===== src/rtl/beeper_pkg.sv =====
// Shared types and sizing helpers for the tone beeper.
package beeper_pkg;

  typedef enum logic [0:0] {
    ST_IDLE = 1'b0,
    ST_PLAY = 1'b1
  } state_e;

  localparam int DEF_NUM_CH   = 2;
  localparam int DEF_DIV_W    = 20;
  localparam int DEF_DUR_W    = 16;
  localparam int DEF_TICK_DIV = 100000;

  // Index width that never collapses to zero bits (single channel / single-cycle tick).
  function automatic int clog2_min1(input int n);
    return (n > 1) ? $clog2(n) : 1;
  endfunction

endpackage


===== src/rtl/tone_div.sv =====
// Square-wave divider: wave goes high the cycle after restart and inverts every half_period cycles while en.
// Dropping en clears the wave and counter on the same edge; half_period==0 behaves as 1.
module tone_div
  import beeper_pkg::*;
#(
  parameter int DIV_W = DEF_DIV_W
) (
  input  logic             clk,
  input  logic             rst,
  input  logic             restart,
  input  logic             en,
  input  logic [DIV_W-1:0] half_period,
  output logic             wave
);

  logic [DIV_W-1:0] cnt_q, cnt_d;
  logic             wave_q, wave_d;
  logic [DIV_W-1:0] last_cnt;

  assign last_cnt = (half_period == '0) ? '0 : half_period - DIV_W'(1);

  always_comb begin
    cnt_d  = '0;
    wave_d = 1'b0;
    if (restart) begin
      cnt_d  = '0;
      wave_d = 1'b1;
    end else if (en) begin
      // >= rather than == so a counter can never run past its limit and wrap
      if (cnt_q >= last_cnt) begin
        cnt_d  = '0;
        wave_d = ~wave_q;
      end else begin
        cnt_d  = cnt_q + DIV_W'(1);
        wave_d = wave_q;
      end
    end
  end

  always_ff @(posedge clk or posedge rst) begin
    if (rst) begin
      cnt_q  <= '0;
      wave_q <= 1'b0;
    end else begin
      cnt_q  <= cnt_d;
      wave_q <= wave_d;
    end
  end

  assign wave = wave_q;

endmodule


===== src/rtl/tone_beeper.sv =====
// Multi-channel fixed-priority tone generator; 1-cycle start latency, lower index preempts, stop aborts.
// Duration is counted in ticks of TICK_DIV cycles; PLAY lasts exactly duration*TICK_DIV cycles.
module tone_beeper
  import beeper_pkg::*;
#(
  parameter int NUM_CH   = DEF_NUM_CH,
  parameter int DIV_W    = DEF_DIV_W,
  parameter int DUR_W    = DEF_DUR_W,
  parameter int TICK_DIV = DEF_TICK_DIV
) (
  input  logic                           clk,
  input  logic                           rst,
  input  logic [NUM_CH-1:0]              req,
  input  logic [NUM_CH*DIV_W-1:0]        half_period,
  input  logic [NUM_CH*DUR_W-1:0]        duration,
  input  logic                           stop,
  output logic                           beep,
  output logic                           busy,
  output logic [clog2_min1(NUM_CH)-1:0]  active_ch
);

  localparam int CH_W   = clog2_min1(NUM_CH);
  localparam int TICK_W = clog2_min1(TICK_DIV);
  localparam logic [TICK_W-1:0] TICK_LAST = TICK_W'(TICK_DIV - 1);

  state_e            state_q, state_d;
  logic [CH_W-1:0]   ch_q, ch_d;
  logic [DIV_W-1:0]  hp_q, hp_d;
  logic [DUR_W-1:0]  rem_q, rem_d;
  logic [TICK_W-1:0] tick_q, tick_d;
  logic              restart;
  logic              div_en;
  logic              wave;

  logic              win_vld;
  logic [CH_W-1:0]   win_idx;
  logic [DIV_W-1:0]  win_hp;
  logic [DUR_W-1:0]  win_dur;
  logic              win_ok;

  // Scan from the top so the lowest set index is the one left standing.
  always_comb begin
    win_vld = 1'b0;
    win_idx = '0;
    win_hp  = '0;
    win_dur = '0;
    for (int i = NUM_CH - 1; i >= 0; i--) begin
      if (req[i]) begin
        win_vld = 1'b1;
        win_idx = CH_W'(i);
        win_hp  = half_period[i*DIV_W +: DIV_W];
        win_dur = duration[i*DUR_W +: DUR_W];
      end
    end
  end

  assign win_ok = win_vld && (win_dur != '0);

  always_comb begin
    state_d = state_q;
    ch_d    = ch_q;
    hp_d    = hp_q;
    rem_d   = rem_q;
    tick_d  = tick_q;
    restart = 1'b0;

    if (stop) begin
      state_d = ST_IDLE;
      rem_d   = '0;
      tick_d  = '0;
    end else begin
      unique case (state_q)
        ST_IDLE: begin
          if (win_ok) begin
            state_d = ST_PLAY;
            ch_d    = win_idx;
            hp_d    = win_hp;
            rem_d   = win_dur;
            tick_d  = '0;
            restart = 1'b1;
          end
        end
        ST_PLAY: begin
          // A preempting request beats expiry on the same edge.
          if (win_ok && (win_idx < ch_q)) begin
            ch_d    = win_idx;
            hp_d    = win_hp;
            rem_d   = win_dur;
            tick_d  = '0;
            restart = 1'b1;
          end else if (tick_q == TICK_LAST) begin
            tick_d = '0;
            rem_d  = rem_q - DUR_W'(1);
            if (rem_q == DUR_W'(1)) begin
              state_d = ST_IDLE;
            end
          end else begin
            tick_d = tick_q + TICK_W'(1);
          end
        end
        default: state_d = ST_IDLE;
      endcase
    end
  end

  // Enable follows the next state so the wave is cleared on the edge that leaves PLAY.
  assign div_en = (state_d == ST_PLAY);

  always_ff @(posedge clk or posedge rst) begin
    if (rst) begin
      state_q <= ST_IDLE;
      ch_q    <= '0;
      hp_q    <= '0;
      rem_q   <= '0;
      tick_q  <= '0;
    end else begin
      state_q <= state_d;
      ch_q    <= ch_d;
      hp_q    <= hp_d;
      rem_q   <= rem_d;
      tick_q  <= tick_d;
    end
  end

  tone_div #(
    .DIV_W(DIV_W)
  ) u_tone_div (
    .clk        (clk),
    .rst        (rst),
    .restart    (restart),
    .en         (div_en),
    .half_period(hp_d),
    .wave       (wave)
  );

  assign beep      = wave;
  assign busy      = (state_q == ST_PLAY);
  assign active_ch = ch_q;

endmodule


===== config.mk =====
export PLATFORM = sky130hd
export DESIGN_NAME = tone_beeper
export DESIGN_NICKNAME = d
export VERILOG_FILES = /design/src/rtl/beeper_pkg.sv /design/src/rtl/tone_div.sv /design/src/rtl/tone_beeper.sv
export SDC_FILE = /design/constraint.sdc
export NUM_CORES = 1
export LEC_CHECK = 0
export ABC_AREA = 1
export BUFFER_PORTS_ARGS = -buffer_cell sky130_fd_sc_hd__clkbuf_2
export CAP_MARGIN = 10
export CORE_MARGIN = 8
export CORE_UTILIZATION = 35
export DETAILED_ROUTE_END_ITERATION = 8
export GPL_ROUTABILITY_DRIVEN = 0
export PLACE_DENSITY = 0.5
export SLEW_MARGIN = 20
export SYNTH_ARGS = -nofsm -noshare
export SYNTH_HDL_FRONTEND = slang
export SYNTH_SLANG_ARGS = --single-unit

===== constraint.sdc =====
create_clock -name clk -period 4.1 [get_ports clk]
set_input_delay 0.41 -clock clk [delete_from_list [all_inputs] [get_ports clk]]
set_output_delay 0.41 -clock clk [all_outputs]
set_load 0.01 [all_outputs]

==> impl_metrics.json <==
{
  "grt_max_degree": 49,
  "avgSynthCellArea_um2": 6.92,
  "diodes": 0,
  "grt_pass1_vias": 5173,
  "fin_crit_sh_pct": 92.3,
  "drc": 0,
  "synthTopCellsByArea": "dfrtp_1, nand2_1, inv_1",
  "vdd_ir_drop_max_uv": 200,
  "nets": 1059,
  "syn-num-nets": 918,
  "dpl.hpwl_um": 12700,
  "port_buffers": 79,
  "wire_per_inst_um": 13.8,
  "netlist_instances": 816,
  "vias_per_cell": 4.67,
  "yosysTopAreaCell": "dfrtp_1",
  "synth_edf_count": 0,
  "yosys_warnings": 0,
  "ios": 80,
  "critPathLaunch": "req[0]",
  "clockBufferDepth": 2,
  "cp_max_fo": 16,
  "finalMaxSlewViolations": 0,
  "ctsHoldBuffers": 0,
  "track_usage_pct": 15.9,
  "clock_latency_ns": 0.34,
  "fillers": 1686,
  "die_area_um2": 20500,
  "setup_viol": 0,
  "finalSetupTns_ns": 0,
  "row_count": 46,
  "place_area_um2": 6720,
  "cts_tree": "done",
  "cts-root-buf": "clkbuf_16",
  "fin_util_pct": 44.9,
  "worst_setup_path_end_kind": "register",
  "netlist.area_leader.share_pct": 33.7,
  "power_density_nw_per_um2": 355,
  "worst_pin_slew_ns": 0.874,
  "synthToLayoutAreaGrowth_pct": 25.7,
  "relSlewSlack_pct": 41.7,
  "criticalPathCategory": "input pin to register",
  "antenna_found_initial": 0,
  "clock-sinks": 76,
  "die_h_um": 143,
  "core_area_um2": 15800,
  "h-tree-depth": 3,
  "start_util_pct": 35.7,
  "synth_area_um2": 5650,
  "ant_nets": 0,
  "fmaxAchievable_ghz": 0.264,
  "dp_slack_ns": -0.164,
  "dieWidth_um": 143,
  "numCtsBuffers": 9,
  "synthDistinctLibCells": 42,
  "globalRouteOverflowTotal": 0,
  "rrSetupSlack_ns": 0.40,
  "seq_area_um2": 1900,
  "timing.rr.end": "u_tone_div.cnt_q[16]",
  "startpoint_type": "input pin",
  "synth-async-reset-ratio_pct": 100,
  "min_path_type": "input pin to async pin",
  "yosysSeqAreaShare_pct": 33.7,
  "cp.arrival_ns": 4.04,
  "clkTransAtPathRegs_ns": 0.06,
  "drt_iter0_drc": 321,
  "multi_input_area_um2": 3210,
  "period_needed_ns": 3.79,
  "grt_pass1_wl_um": 26100,
  "reg2reg_depth": 23,
  "routed_wl_um": 16300,
  "cpMaxStageDelayCell": "ha_1",
  "firstDrtPassIters": 5,
  "cap_viol_max_count": 0,
  "status": "finished clean",
  "drive_gt1_share_pct": 22.8,
  "fin_area_um2": 7100,
  "r2r-start": "busy",
  "worstPathRequired_ns": 4.36,
  "cpMostUsedCell": "nand2_1",
  "synth-main-ff-cell": "dfrtp_1",
  "yosysMostFrequentCell": "nand2_1",
  "synth_seq_cells": 76,
  "vias": 5500,
  "cellLeakagePower_nw": 3.78,
  "finClkSkew_ns": 0.00735,
  "setup_ws_ns": 0.314,
  "synthTopCellsByCount": "nand2_1, inv_1, nor2_1, dfrtp_1, nand3_1",
  "hold_viol": 0,
  "slowest_delay_ns": 0.31
}
==> repair_timing <==
item / 4_1_cts / 5_1_grt
gates resized for setup: 0 / 21
buffers inserted: 0 / 2
setup endpoints to repair: 0 / 21
==> layer usage <==
metal	vias up	GRT usage [%]	routed length, um
li1	2939	-	-
met1	2476	20.4	7540
met2	77	26.6	7990
met3	8	3.87	582
met4	0	3.30	150
met5	-	0	0
==> how the worst max path moves through the flow <==
stage	endpoint
2_1_floorplan	u_tone_div.cnt_q[4]
3_3_place_gp	u_tone_div.cnt_q[16]
3_5_place_dp	u_tone_div.cnt_q[16]
4_1_cts	u_tone_div.cnt_q[16]
5_1_grt	u_tone_div.cnt_q[16]
6_report	u_tone_div.cnt_q[16]
==> critical path: cells and delay by family <==
family,cells,cell delay (ns)
buf+inv,7,0.99
simple gates,17,1.62
fa+ha+maj,1,0.31
compound gates,5,0.69
==> layout make-up <==
| cell class | instances | area share [%] |
|---|---|---|
| Tap cell | 216 | 3.81 |
| Timing Repair Buffer | 155 | 14.0 |
| Inverter | 118 | 6.29 |
| Clock inverter | 4 | 0.352 |
| Clock buffer | 11 | 3.56 |
| Multi-Input combinational cell | 597 | 45.2 |
| Sequential cell | 76 | 26.8 |
==> cells in the final DEF (no fill, tap or decap), drive strengths merged <==
master    count
clkinv        3
o32ai         1
nor2         95
buf          76
a31o          1
clkbuf       90
or2           2
a21oi        23
o31ai         7
o2111ai      15
nand2       236
a22o          1
clkinvlp      2
nand4        12
nor4         12
o21ai        40
ha           25
nor2b         1
nor3b         2
inv         117
nand3        57
a31oi         2
xor2         20
nor3         15
a21o          1
o211ai        3
dfrtp        76
o22ai        10
xnor2         7
nand3b        4
a22oi         5
==> sequential cells by signal, indices dropped and copies added (netlist names) <==
register,count
hp_q,20
u_tone_div.wave,1
u_tone_div.cnt_q,20
rem_q,16
active_ch,1
tick_q,17
busy,1
==> power by group <==
part	total, mW	internal [mW]	switching, mW
registers	0.880	0.828	0.0523
logic	0.892	0.380	0.511
clock network	0.750	0.437	0.313
total	2.52	1.65	0.876
==> cell families (layout without fill, tap and decap cells) <==
family | Yosys count | in the layout | synth area share [%]
flops | 76 | 76 | 33.7
xor+xnor | 27 | 27 | 4.19
simple gates | 435 | 436 | 33.7
compound gates | 109 | 109 | 12.1
fa+ha+maj | 25 | 25 | 5.54
buf+inv | 144 | 288 | 10.8
==> per-stage QoR <==
step	hold WS [ns]	cells	power, mW
after floorplan	0.432	816	1.44
after global placement	0.448	1159	1.78
after detailed placement	0.455	1159	1.77
after CTS	0.242	1174	2.54
after global routing	0.284	1177	2.71
final	0.209	1177	2.52
Note: power is estimated with default switching activity, not from simulation.
